### config.mk
export PLATFORM = sky130hd
export DESIGN_NAME = addsub_result_stage
export DESIGN_NICKNAME = d
export VERILOG_FILES = /design/src/rtl/addsub_pkg.sv /design/src/rtl/addsub8.sv /design/src/rtl/addsub_result_stage.sv
export SDC_FILE = /design/constraint.sdc
export NUM_CORES = 1
export LEC_CHECK = 0
export CAP_MARGIN = 20
export CORE_MARGIN = 3
export CORE_UTILIZATION = 30
export DETAILED_ROUTE_END_ITERATION = 16
export PLACE_DENSITY_LB_ADDON = 0.3
export SLEW_MARGIN = 20
export SYNTH_ARGS = -nofsm -noshare
export SYNTH_HDL_FRONTEND = slang
export SYNTH_HIERARCHICAL = 1
export SYNTH_SLANG_ARGS = --single-unit
export TNS_END_PERCENT = 30
### constraint.sdc
create_clock -name clk -period 4.7 [get_ports clk]
set_clock_uncertainty 0.1 [all_clocks]
set_input_delay 0.705 -clock clk [delete_from_list [all_inputs] [get_ports clk]]
set_output_delay 0.705 -clock clk [all_outputs]
set_load 0.005 [all_outputs]
### src/rtl/addsub_pkg.sv
// Shared types and defaults for the adder/subtractor result stage.
package addsub_pkg;

  // Operation codes presented on in_op.
  typedef enum logic [1:0] {
    OP_ADD     = 2'd0,
    OP_SUB     = 2'd1,
    OP_ACC_ADD = 2'd2,
    OP_ACC_SUB = 2'd3
  } op_e;

  // Occupancy of the single output register slot.
  typedef enum logic {
    ST_EMPTY = 1'b0,
    ST_FULL  = 1'b1
  } state_e;

  localparam int WIDTH_DEF = 8;

endpackage

### src/rtl/addsub8.sv
// Combinational adder/subtractor: s = a + (b ^ {m}) + m.
// m = 1 turns the add into a two's-complement subtract; cout is then the
// inverted borrow.
module addsub8
  import addsub_pkg::*;
#(
  parameter int WIDTH = WIDTH_DEF
) (
  input  logic [WIDTH-1:0] a,
  input  logic [WIDTH-1:0] b,
  input  logic             m,
  output logic [WIDTH-1:0] s,
  output logic             cout,
  output logic             ovf
);

  logic [WIDTH-1:0] b_eff;
  logic [WIDTH:0]   sum_ext;

  assign b_eff   = b ^ {WIDTH{m}};
  assign sum_ext = {1'b0, a} + {1'b0, b_eff} + {{WIDTH{1'b0}}, m};
  assign s       = sum_ext[WIDTH-1:0];
  assign cout    = sum_ext[WIDTH];

  // Signed overflow: both addends share a sign and the sum's sign differs.
  assign ovf = (a[WIDTH-1] == b_eff[WIDTH-1]) && (s[WIDTH-1] != a[WIDTH-1]);

endmodule

### src/rtl/addsub_result_stage.sv
// Registered wrapper around addsub8: valid/ready intake, one-deep result
// register with flags, chaining accumulator and accepted-operation counter.
module addsub_result_stage
  import addsub_pkg::*;
#(
  parameter int WIDTH = WIDTH_DEF,
  parameter int CNT_W = 16
) (
  input  logic             clk,
  input  logic             rst,
  input  logic             in_valid,
  output logic             in_ready,
  input  logic [1:0]       in_op,
  input  logic [WIDTH-1:0] in_a,
  input  logic [WIDTH-1:0] in_b,
  input  logic             acc_clr,
  output logic             out_valid,
  input  logic             out_ready,
  output logic [WIDTH-1:0] out_res,
  output logic             out_cout,
  output logic             out_ovf,
  output logic             out_zero,
  output logic             out_neg,
  output logic [WIDTH-1:0] acc,
  output logic [CNT_W-1:0] op_count
);

  state_e           state_reg;
  logic [WIDTH-1:0] res_reg;
  logic             cout_reg;
  logic             ovf_reg;
  logic             zero_reg;
  logic             neg_reg;
  logic [WIDTH-1:0] acc_reg;
  logic [CNT_W-1:0] count_reg;

  logic             accept;
  logic [WIDTH-1:0] adder_a;
  logic [WIDTH-1:0] sum;
  logic             sum_cout;
  logic             sum_ovf;

  // in_op[1] selects the accumulator as operand A; in_op[0] selects subtract.
  assign adder_a = in_op[1] ? acc_reg : in_a;

  addsub8 #(
    .WIDTH (WIDTH)
  ) u_addsub8 (
    .a    (adder_a),
    .b    (in_b),
    .m    (in_op[0]),
    .s    (sum),
    .cout (sum_cout),
    .ovf  (sum_ovf)
  );

  // A full slot can still accept when the consumer drains it this cycle.
  assign in_ready = (state_reg == ST_EMPTY) || out_ready;
  assign accept   = in_valid && in_ready;

  // Slot occupancy, result/flag capture, accumulator and op counter.
  always_ff @(posedge clk) begin
    if (rst) begin
      state_reg <= ST_EMPTY;
      res_reg   <= '0;
      cout_reg  <= 1'b0;
      ovf_reg   <= 1'b0;
      zero_reg  <= 1'b0;
      neg_reg   <= 1'b0;
      acc_reg   <= '0;
      count_reg <= '0;
    end else if (accept) begin
      // Accept takes priority over acc_clr so chained ops see their own result.
      state_reg <= ST_FULL;
      res_reg   <= sum;
      cout_reg  <= sum_cout;
      ovf_reg   <= sum_ovf;
      zero_reg  <= (sum == '0);
      neg_reg   <= sum[WIDTH-1];
      acc_reg   <= sum;
      count_reg <= count_reg + CNT_W'(1);
    end else begin
      if ((state_reg == ST_FULL) && out_ready) begin
        state_reg <= ST_EMPTY;
      end
      if (acc_clr) begin
        acc_reg <= '0;
      end
    end
  end

  assign out_valid = (state_reg == ST_FULL);
  assign out_res   = res_reg;
  assign out_cout  = cout_reg;
  assign out_ovf   = ovf_reg;
  assign out_zero  = zero_reg;
  assign out_neg   = neg_reg;
  assign acc       = acc_reg;
  assign op_count  = count_reg;

endmodule

# ---- Yosys cells after proc, flatten, opt, wreduce, memory -nomap -nowiden
# Index checks and enable logic that the tools add are counted.
dict set report classes {
  n_mux 5
  n_reduce_logical 7
  eq_ne 2
  bitwise 2
  n_addsub 3
}
# operator count
set ops {}
lappend ops {{$mux W8} 3}
lappend ops {{$add A16 B1 Y16 const B} 1}
lappend ops {{$add A8 B8 Y9} 1}
lappend ops {{$add A9 B1 Y9} 1}
lappend ops {{$logic_not A8 Y1} 1}
lappend ops {{$xor A8 B8 Y8} 1}
lappend ops {{$reduce_bool A2 Y1} 2}
lappend ops {{$logic_and A1 B1 Y1} 3}
lappend ops {{$mux W1} 2}
lappend ops {{$eq A1 B1 Y1} 1}
lappend ops {{$logic_or A1 B1 Y1} 1}
lappend ops {{$ne A1 B1 Y1} 1}
lappend ops {{$not A1 Y1} 1}
dict set report word_totals {
  inputBits 23
  register_bits 37
  wordCells 27
  out_inout_bits 38
}

# ---- Longest topological paths before layout
dict set report depth {
  word_depth 5
  mapped_depth 11
  depth_no_buf 10
}

# ---- By module
# Netlist, hierarchy kept.
# module n_inst seq_area_each_um2 cells_each area_each_um2
set modules_own_cells {}
lappend modules_own_cells {addsub_result_stage 1 720.7 173 1493.9}
lappend modules_own_cells {addsub8 1 0.0 60 470.5}

# ---- Worst setup path before layout
# Ideal clock, no wire load.
dict set report synth_path {
  kind {input to register}
  startpoint {input port in_op[1]}
  endpoint {register zero_reg, in the netlist out_zero}
  required_time_ps 4530
  cell_stages 10
  path_buffers 1
  path_slack_ps 1630
  setup_time_ps 70
  arrival_ps 2900
  cell_sequence {clkbuf_1 -> mux2_2 -> ha_1 -> a211oi_1 -> o21bai_1 -> a41oi_1 -> xnor2_1 -> nor4_1 -> nand3_1 -> a21oi_1}
}
dict set report synth_via {
  elab_chain_len 4
}
# element line
set synth_lines {}
lappend synth_lines {{start, declared} addsub_result_stage.sv:13} ;# input logic [1:0] in_op,
lappend synth_lines {{$mux W8} addsub_result_stage.sv:44} ;# assign adder_a = in_op[1] ? acc_reg : in_a;
lappend synth_lines {{via adder_a[4]} addsub_result_stage.sv:38} ;# logic [WIDTH-1:0] adder_a;
lappend synth_lines {{$add A8 B8 Y9} addsub8.sv:21} ;# assign sum_ext = {1'b0, a} + {1'b0, b_eff} + {{WIDTH{1'b0}}, m};
lappend synth_lines {{$add A9 B1 Y9} addsub8.sv:21}
lappend synth_lines {{via sum[7]} addsub_result_stage.sv:39} ;# logic [WIDTH-1:0] sum;
lappend synth_lines {{$logic_not A8 Y1} addsub_result_stage.sv:78} ;# zero_reg <= (sum == '0);
lappend synth_lines {{end signal, assigned} addsub_result_stage.sv:78}
lappend synth_lines {{end, declared} addsub_result_stage.sv:32} ;# logic zero_reg;
# The timed path passes the listed nets, and every way through them passes these cells.
# A chain may end at the register's enable or synchronous reset.

# ---- Final worst setup path
# Ends and elaborated chain as after synthesis.

==> run_results.csv <==
group,metric,value,unit
status,run_status,"finished, final reports clean",
clocking,tritoncts,"done",
global_routing,grt_pass1_wl,8.017,mm
drt,firstDrtPassIters,4,
cells_and_area,n_fill_cell,608,
die,start_util,0.3204,
synth,yosys.cell_count.top_type,"nand2_1",
timing,totalNegativeSetupSlack,0,ns
placement,place_hpwl,3.656,mm
drt,routed_wl,4.796,mm
clocking,cts_buffer_depth,2,
global_routing,grt_overflow_total,0,
cells_and_area,n_antenna_cell,0,
synth,ys_types,45,
timing,fin_crit_sh,0.7351,
worst_setup_path,arrival,3.56,ns
clocking,post_cts_resized,0,
cells_and_area,nets,322,
drt,post_drt_wl_per_cell,13.14,um
pwr,leakagePower,0.9681,nW
die,ioPinCount,61,
worst_setup_path,worstPathMaxFanout,8,
pwr,pwr-share-clk,0.258,
synth,yosys-top-cells-area,"dfxtp_1 37%, a21oi_1 8.7%, nand2_1 7.3%",
pwr,p_seq_frac,0.437,
drt,drtAntennaViolNets,0,
placement,numPortBuffers,60,
hold_path,min_path_type,"flop to flop",
synth,ys_seq_area_frac,0.3669,
worst_setup_path,path_class,"input pin to flop",
clocking,cts_sinks,36,
clocking,clk_pin_slew,0.06,ns
synth,avgSynthCellArea,8.431,um^2
pwr,power_density,292.8,mW/mm^2
cells_and_area,drive_gt1_frac,0.07931,
timing,slew_violations,0,
global_routing,grt_max_degree,37,
clocking,cts_root_buf,"clkbuf_8",
worst_setup_path,required,4.81,ns
die,die_y,86.92,um
synth,syn-cell-area,0.001964,mm^2
pwr,switching_power,0.2364,mW
die,die_w,86.92,um
synth,mappedNetlistNets,265,
clocking,cts_buffers,5,
synth,yosysWarnings,6,
timing,tightest_slew,0.6990,ns
timing,fmax,289.4,MHz
drt,drc_errors,0,
worst_setup_path,end_kind,"flop",
synth,ys_top_cells_by_count,"38 x nand2_1, 36 x dfxtp_1, 34 x a21oi_1",
timing,finalSetupViolations,0,
global_routing,grt_antenna_before_repair,0,
timing,max-slew-margin-rel,0.5340,
global_routing,grt_pass1_vias,1680,
synth,ys.flop_type,"dfxtp_1",
placement,dp.cells,358,
die,dieArea,0.007555,mm^2
placement,place.gp.congestion,0.7713,
pwr,internal_power,0.5510,mW
drt,vias,1848,
clocking,cts_setup_buffers,0,
timing,hold_viol_final,0,
synth,post_synth_inst_count,233,
clocking,h-tree-depth,2,
pwr,ir_drop,0.1221,mV
cells_and_area,largest_reg_flops,16,
timing,fin_crit,3.455,ns
pwr,swShare,0.3002,
job,drv_cap,0,
global_routing,grt_use_total,0.1310,
clocking,hold_buffers,0,
synth,synth_top_area_cell,"dfxtp_1",
timing,rsz0062_at_grt,"no",
cells_and_area,stdcell_count,365,
synth,synth_top_area_frac,0.3669,
die,core,0.006131,mm^2
synth,ys_ff_latch,36,
pwr,comb_power_share,0.305,
worst_setup_path,critPathLaunchType,"input pin",
cells_and_area,syn_to_final_growth,36.88,%
drt,viasPerCell,5.063,
synth,async_flop_share,0,
clocking,clock_latency,0.28,ns
synth,synth_edf_count,0,
die,num_rows,28,
drt,drt_iter0_markers,78,
[cell usage in the layout (no fill, tap or decap), types with 2 or more instances in the layout]
cell type	count
and2_1	2
nand4_1	4
inv_1	4
o31ai_1	4
or3_1	5
o21a_1	2
and3_1	2
mux2_2	8
dfxtp_1	36
clkdlybuf4s50_1	60
xor2_1	14
or4_1	3
nor4_1	3
nor2_1	11
ha_1	8
xnor2_1	4
nand3_1	8
nand2b_1	2
a21oi_1	34
o21ai_0	9
nand2_1	38
clkbuf_8	5
[metrics by stage]
| stage | hold slack (ns) | util | total power [mW] | setup WS [ns] | instance area (um^2) |
|---|---|---|---|---|---|
| after CTS | 0.3601 | 0.4386 | 0.7992 | 1.284 | 2689 |
| after floorplan | 0.3527 | - | 0.4949 | 1.630 | 1964 |
| final | 0.3548 | 0.4386 | 0.7874 | 1.245 | 2689 |
| after detailed placement | 0.3508 | 0.4259 | 0.5917 | 1.007 | 2611 |
| after global routing | 0.3793 | 0.4386 | 0.8403 | 0.9865 | 2689 |
| after global placement | 0.3428 | 0.4259 | 0.5909 | 1.038 | 2611 |
[cells by family (layout without fill, tap and decap cells)]
group                    Yosys count  count (layout)  share of synthesized area
AO/OA/AOI/OAI                     59              59                     0.1777
XOR/XNOR                          18              18                    0.08025
adder cells (fa/ha/maj)            9               9                    0.06115
buffers and inverters             15              72                    0.03567
flip-flops                        36              36                     0.3669
multiplexers                       9               9                    0.05287
AND/OR/NAND/NOR                   87              87                     0.2255
[power groups by stage]
stage,clock [mW],sequential (mW),combinational (mW)
2_1_floorplan,0,0.349,0.146
3_3_place_gp,0,0.351,0.240
3_5_place_dp,0,0.351,0.241
4_1_cts,0.213,0.344,0.242
5_1_grt,0.227,0.348,0.266
6_report,0.203,0.344,0.240
[worst max-delay path, stage by stage]
cell	delay [ns]
clkdlybuf4s50_1	0.68
mux2_2	0.39
ha_1	0.36
a211oi_1	0.45
o21bai_1	0.12
a41oi_1	0.21
xnor2_1	0.12
nor4_1	0.28
nand3_1	0.10
a21oi_1	0.15
[metal layers]
| metal | vias up | part of all wire | track usage |
|---|---|---|---|
| met5 | - | 0 | 0 |
| met4 | 0 | 0.013 | 0.04249 |
| met3 | 6 | 0.068 | 0.03122 |
| met2 | 58 | 0.44 | 0.2029 |
| li1 | 936 | - | - |
| met1 | 848 | 0.48 | 0.1788 |
[area by class of cell]
type                    instances  area [um^2]  share of cell area
multi-input cells             182         1174              0.4365
repair buffers                 61        608.1              0.2262
clock buffers                   6        72.57             0.02699
well taps                      75        93.84             0.03490
flip-flops and latches         36        720.7              0.2680
inverters                       4        15.01            0.005584
clock inverters                 1        5.005            0.001861
[path summary, 6_finish.rpt]
kind,startpoint,end,slack (ns),cells after the start
min reg2reg,out_ovf,out_ovf,0.35,2
min,out_ovf,out_ovf,0.35,2
max reg2reg,acc[4],out_zero,2.13,9
max,in_op[1],out_zero,1.24,10
(Power assumes the default switching activity.)
